[src/rtl/sensor_buzzer_scheduler_if.sv]
// sensor_buzzer_scheduler_if: groups the sensor inputs and buzzer-side outputs of the scheduler.
// Signals: sensorpin1..3 (sensor levels), buzzerpin (buzzer drive), active_sensor (burst owner), busy.
// master drives the sensors and observes the buzzer side; slave is the scheduler itself.
interface sensor_buzzer_scheduler_if;
    logic       sensorpin1;
    logic       sensorpin2;
    logic       sensorpin3;
    logic       buzzerpin;
    logic [1:0] active_sensor;
    logic       busy;
    modport master (output sensorpin1, sensorpin2, sensorpin3, input buzzerpin, active_sensor, busy);
    modport slave (input sensorpin1, sensorpin2, sensorpin3, output buzzerpin, active_sensor, busy);
endinterface

[src/rtl/sensor_buzzer_scheduler.sv]
// sensor_buzzer_scheduler: shares one buzzer among three obstacle sensors using per-sensor beep counts.
// Ports: clk; rst (asynchronous, active-high); bus (slave modport): sensorpin1..3 in,
//        buzzerpin / active_sensor / busy out, all outputs registered.
// Optional feature macro STICK_DEBOUNCE_EN: when defined, each synchronized sensor is debounced
// over DEBOUNCE_CYCLES cycles; otherwise the synchronized level feeds arbitration directly.
module sensor_buzzer_scheduler #(
    parameter int DEBOUNCE_CYCLES = 4,
    parameter int ON_CYCLES       = 3,
    parameter int OFF_CYCLES      = 2,
    parameter int GAP_CYCLES      = 5
) (
    input logic clk,
    input logic rst,
    sensor_buzzer_scheduler_if.slave bus
);
    localparam int MAX_OO = ON_CYCLES > OFF_CYCLES ? ON_CYCLES : OFF_CYCLES;
    localparam int MAXC   = MAX_OO > GAP_CYCLES ? MAX_OO : GAP_CYCLES;
    localparam int PW     = $clog2(MAXC + 1);
    typedef enum logic [1:0] {IDLE, BEEP_ON, BEEP_OFF, GAP} state_t;
    if (DEBOUNCE_CYCLES < 1 || ON_CYCLES < 1 || OFF_CYCLES < 1 || GAP_CYCLES < 1) begin : g_bad
        $error("sensor_buzzer_scheduler: all cycle parameters must be >= 1");
    end
    logic [2:0] meta, sync, level;
    always_ff @(posedge clk or posedge rst) begin
        if (rst) begin
            meta <= '0;
            sync <= '0;
        end else begin
            meta <= {bus.sensorpin3, bus.sensorpin2, bus.sensorpin1};
            sync <= meta;
        end
    end
`ifdef STICK_DEBOUNCE_EN
    localparam int DW = $clog2(DEBOUNCE_CYCLES + 1);
    for (genvar i = 0; i < 3; i++) begin : g_deb
        logic [DW-1:0] cnt;
        logic          lvl;
        // cnt counts consecutive cycles the synchronized input disagrees with lvl
        always_ff @(posedge clk or posedge rst) begin
            if (rst) begin
                cnt <= '0;
                lvl <= 1'b0;
            end else if (sync[i] == lvl) begin
                cnt <= '0;
            end else if (cnt == DW'(DEBOUNCE_CYCLES - 1)) begin
                cnt <= '0;
                lvl <= sync[i];
            end else begin
                cnt <= cnt + 1'b1;
            end
        end
        assign level[i] = lvl;
    end
`else
    assign level = sync;
`endif
    logic [1:0] pick;
    assign pick = level[0] ? 2'd1 : level[1] ? 2'd2 : level[2] ? 2'd3 : 2'd0;
    state_t        state, state_n;
    logic [PW-1:0] phase, phase_n;
    logic [1:0]    beeps_left, beeps_n, owner, owner_n;
    logic          buzz, busy_r;
    always_ff @(posedge clk or posedge rst) begin
        if (rst) begin
            state      <= IDLE;
            phase      <= '0;
            beeps_left <= '0;
            owner      <= '0;
            buzz       <= 1'b0;
            busy_r     <= 1'b0;
        end else begin
            state      <= state_n;
            phase      <= phase_n;
            beeps_left <= beeps_n;
            owner      <= owner_n;
            buzz       <= state_n == BEEP_ON;
            busy_r     <= state_n != IDLE;
        end
    end
    // phase counts down from (cycles-1) loaded on each state entry; leaving when it hits 0
    always_comb begin
        state_n = state;
        phase_n = phase - 1'b1;
        beeps_n = beeps_left;
        owner_n = owner;
        case (state)
            IDLE: begin
                phase_n = '0;
                if (pick != 2'd0) begin
                    state_n = BEEP_ON;
                    phase_n = PW'(ON_CYCLES - 1);
                    beeps_n = pick;
                    owner_n = pick;
                end
            end
            BEEP_ON: if (phase == '0) begin
                state_n = BEEP_OFF;
                phase_n = PW'(OFF_CYCLES - 1);
                beeps_n = beeps_left - 2'd1;
            end
            BEEP_OFF: if (phase == '0) begin
                state_n = beeps_left != 2'd0 ? BEEP_ON : GAP;
                phase_n = beeps_left != 2'd0 ? PW'(ON_CYCLES - 1) : PW'(GAP_CYCLES - 1);
            end
            default: if (phase == '0) begin
                state_n = IDLE;
                phase_n = '0;
                owner_n = 2'd0;
            end
        endcase
    end
    assign bus.buzzerpin     = buzz;
    assign bus.active_sensor = owner;
    assign bus.busy          = busy_r;
endmodule

[src/flat_wrapper.sv]
// flat-port wrapper written by rule: the top's interface ports become plain ports
module sensor_buzzer_scheduler_flat 
#(
    parameter int DEBOUNCE_CYCLES = 4,
    parameter int ON_CYCLES       = 3,
    parameter int OFF_CYCLES      = 2,
    parameter int GAP_CYCLES      = 5
)
  (clk, rst, bus_sensorpin1, bus_sensorpin2, bus_sensorpin3, bus_buzzerpin, bus_active_sensor, bus_busy);
  sensor_buzzer_scheduler_if bus_i ();
  input logic clk;
  input logic rst;
  input wire logic [$bits(bus_i.sensorpin1)-1:0] bus_sensorpin1;
  input wire logic [$bits(bus_i.sensorpin2)-1:0] bus_sensorpin2;
  input wire logic [$bits(bus_i.sensorpin3)-1:0] bus_sensorpin3;
  output wire logic [$bits(bus_i.buzzerpin)-1:0] bus_buzzerpin;
  output wire logic [$bits(bus_i.active_sensor)-1:0] bus_active_sensor;
  output wire logic [$bits(bus_i.busy)-1:0] bus_busy;
  assign bus_i.sensorpin1 = bus_sensorpin1;
  assign bus_i.sensorpin2 = bus_sensorpin2;
  assign bus_i.sensorpin3 = bus_sensorpin3;
  assign bus_buzzerpin = bus_i.buzzerpin;
  assign bus_active_sensor = bus_i.active_sensor;
  assign bus_busy = bus_i.busy;
  sensor_buzzer_scheduler #(.DEBOUNCE_CYCLES(DEBOUNCE_CYCLES), .ON_CYCLES(ON_CYCLES), .OFF_CYCLES(OFF_CYCLES), .GAP_CYCLES(GAP_CYCLES)) u_core (.clk(clk), .rst(rst), .bus(bus_i));
endmodule
[config.mk]
export PLATFORM = sky130hd
export DESIGN_NAME = sensor_buzzer_scheduler_flat
export DESIGN_NICKNAME = d
export VERILOG_FILES = /design/src/rtl/sensor_buzzer_scheduler_if.sv /design/src/rtl/sensor_buzzer_scheduler.sv /design/src/flat_wrapper.sv
export SDC_FILE = /design/constraint.sdc
export NUM_CORES = 1
export LEC_CHECK = 0
export ABC_AREA = 0
export CAP_MARGIN = 20
export CORE_MARGIN = 3
export CORE_UTILIZATION = 54
export CTS_CLUSTER_DIAMETER = 40
export CTS_CLUSTER_SIZE = 25
export DETAILED_ROUTE_END_ITERATION = 10
export PLACE_DENSITY_LB_ADDON = 0.2
export SLEW_MARGIN = 40
export SYNTH_ARGS = -nofsm -noshare
export SYNTH_HDL_FRONTEND = slang
export SYNTH_SLANG_ARGS = --single-unit
[constraint.sdc]
create_clock -name clk -period 2.4 [get_ports clk]
set_input_delay 0.6 -clock clk [delete_from_list [all_inputs] [get_ports clk]]
set_output_delay 0.6 -clock clk [all_outputs]
set_load 0.03 [all_outputs]
==> impl_metrics.py <==
metrics = {
    "die": {
        "die_x_um": 47.1,
        "row_count": 14,
        "ioPinCount": 9,
        "die_h_um": 47.1,
        "die_area_sq_um": 2220,
        "initial_utilization_pct": 59.1,
        "fp.coreArea_sq_um": 1540,
    },
    "timing": {
        "setup_tns_ns": 0,
        "final-hold-violation-count": 0,
        "rsz0062_at_grt": "false",
        "report.final.slew_viol_count": 0,
        "max_slew_margin_pct": 58.6,
        "setup_viol": 0,
        "finClkSkew_ns": 0.00361,
        "fmax_ghz": 0.498,
        "fin_crit_ns": 2.01,
        "worstMarginPinSlew_ns": 0.620,
        "fin_crit_sh_pct": 83.7,
    },
    "layout": {
        "syn2layout_area_growth_pct": 11.4,
        "final_area_sq_um": 1010,
        "post-route-util_pct": 65.8,
        "fin_nets": 108,
        "antenna_cells": 0,
        "fillers": 127,
        "drive_above_1_share_pct": 11.6,
    },
    "power": {
        "worst_ir_drop_vdd_v": 0.000836,
        "power.density_nw_per_um2": 1360,
        "p_leak_nw": 0.464,
        "finalPower_w": 0.00138,
    },
    "synthesis": {
        "synth.distinct_cells": 33,
        "syn_inst": 87,
        "ys_seq_elements": 17,
        "syn_nets": 99,
        "synth_top_cell_by_area": "dfrtp_1",
        "syn_area_per_cell_sq_um": 10.5,
        "post-synth-top-count-cell": "dfrtp_1",
        "yosys_warnings": 0,
        "synth.area.top_cells": "dfrtp_1 (47%), ha_1 (9.6%), inv_1 (4.1%)",
        "synthTopCellsByCount": "dfrtp_1 (17), inv_1 (10), nor2_1 (10)",
        "async_reset_ff_share_pct": 100,
        "synth_ff_type": "dfrtp_1",
        "synth_top_area_share_pct": 46.7,
        "synth-edff-count": 0,
        "ys_seq_area_share_pct": 46.7,
        "synth_area_sq_um": 911,
    },
    "placed_design": {
        "place_area_sq_um": 988,
        "io_buffers": 8,
        "dp_hpwl_um": 1130,
        "gp_congestion": 0.729,
    },
    "clock_network": {
        "cts_resized": 0,
        "insertion_delay_ns": 0.28,
        "numCtsBuffers": 3,
        "htreeDepth": 1,
        "hold_buffers": 0,
        "post_cts_buffers": 0,
        "clk_pin_slew_ns": 0.09,
        "cts_tree": "done",
        "ctsLongestPathBuffers": 2,
        "cts_root_buf": "clkbuf_4",
        "clock-sinks": 17,
    },
    "setup_path": {
        "cpPeakStageDelay_ns": 0.45,
        "start_kind": "flip-flop",
        "critPathKind": "flip-flop to flip-flop",
        "crit_required_ns": 2.57,
        "worstPathArrival_ns": 2.18,
        "crit_family": "simple AND/OR/NAND/NOR gates",
        "cp_num_buf_inv": 1,
        "critPathSlowestCell": "dfrtp_1",
        "cp_max_fo": 10,
        "worstPathCellList": "inv_1 -> ha_1 -> nor4b_4 -> nor2_2 -> mux2_4 -> a221o_1",
        "crit_path_end_kind": "flip-flop",
    },
    "detailed_routing": {
        "drtIter0Drc": 6,
        "ant_nets": 0,
        "first_pass_iters": 4,
        "drt-total-wl_um": 1460,
        "avgViaCountPerCell": 5.60,
        "drc_errors": 0,
        "wl_per_cell_um": 13.1,
        "vias": 622,
    },
    "status": {
        "status": "finished, final reports clean",
    },
    "run": {
        "drv_cap": 0,
    },
    "global_routing": {
        "grt_pass1_wl_um": 2550,
        "grt_util_all_layers_pct": 16.4,
        "grt_max_degree": 18,
        "grt.overflow.total": 0,
        "grt_pass1_vias": 590,
        "grt_antenna_before_repair": 0,
    },
    "min_path": {
        "hold_class": "flip-flop to flip-flop",
    },
}
[cell usage in the layout (no fill, tap or decap), types with 2 or more instances in the layout]
cell type         n
nor2_1           10
a21oi_1           5
o21bai_1          3
nor3_1            2
nand2b_1          2
clkdlybuf4s50_1   8
clkbuf_4          3
o21ai_0           5
inv_1            10
dfrtp_1          17
ha_1              7
[registers in the layout, summed over array words and instances, names as in the netlist]
signal,count
u_core.state,2
u_core.meta,3
u_core.bus.busy,1
u_core.bus.active_sensor,2
u_core.phase,3
u_core.bus.buzzerpin,1
u_core.beeps_left,2
u_core.level,3
[stage by stage]
step                hold slack (ns)  cells  setup WS, ns
CTS                           0.362    111         0.395
floorplan                     0.331     87         0.665
detailed placement            0.340    107         0.414
global placement              0.334    107         0.511
finish                        0.357    111         0.392
global route                  0.366    111         0.248
[power by group]
group | internal [W] | switching, W | leakage [nW]
clock network | 0.0000645 | 0.0000839 | 0.0150
registers | 0.000385 | 0.0000641 | 0.203
logic | 0.000362 | 0.000418 | 0.246
total | 0.000812 | 0.000566 | 0.464
[cell type report]
type	count	area [sq um]	share of cell area, %
flip-flops and latches	17	425	41.9
repair buffers	8	80.1	7.89
well taps	16	20.0	1.97
multi-input cells	56	425	41.9
inverters	10	37.5	3.70
clock buffers	4	26.3	2.59
[metal layers]
layer  share of wire, %  track usage, %
met5                  0               0
met3                2.9            3.45
met4               0.55            6.63
met2                 47            25.2
met1                 50            22.7
[final timing paths]
path,startpoint,endpoint,slack [ns],cells after the start
hold / removal,u_core.meta[0],u_core.level[0],0.36,0
hold reg to reg,u_core.meta[0],u_core.level[0],0.36,0
setup reg to reg,u_core.state[0],u_core.beeps_left[0],0.39,6
max in group asynchronous,rst,u_core.beeps_left[0],1.32,2
min in group asynchronous,rst,u_core.meta[2],0.68,2
setup / recovery,u_core.state[0],u_core.beeps_left[0],0.39,6
[cells by family after synthesis]
family          Yosys count  synth area share, %
compound gates           25                 20.2
fa+ha+maj                 7                 9.61
buf+inv                  14                 6.59
flops                    17                 46.7
mux                       2                 2.75
simple gates             22                 14.2
Note: power is estimated with default switching activity, not from simulation.
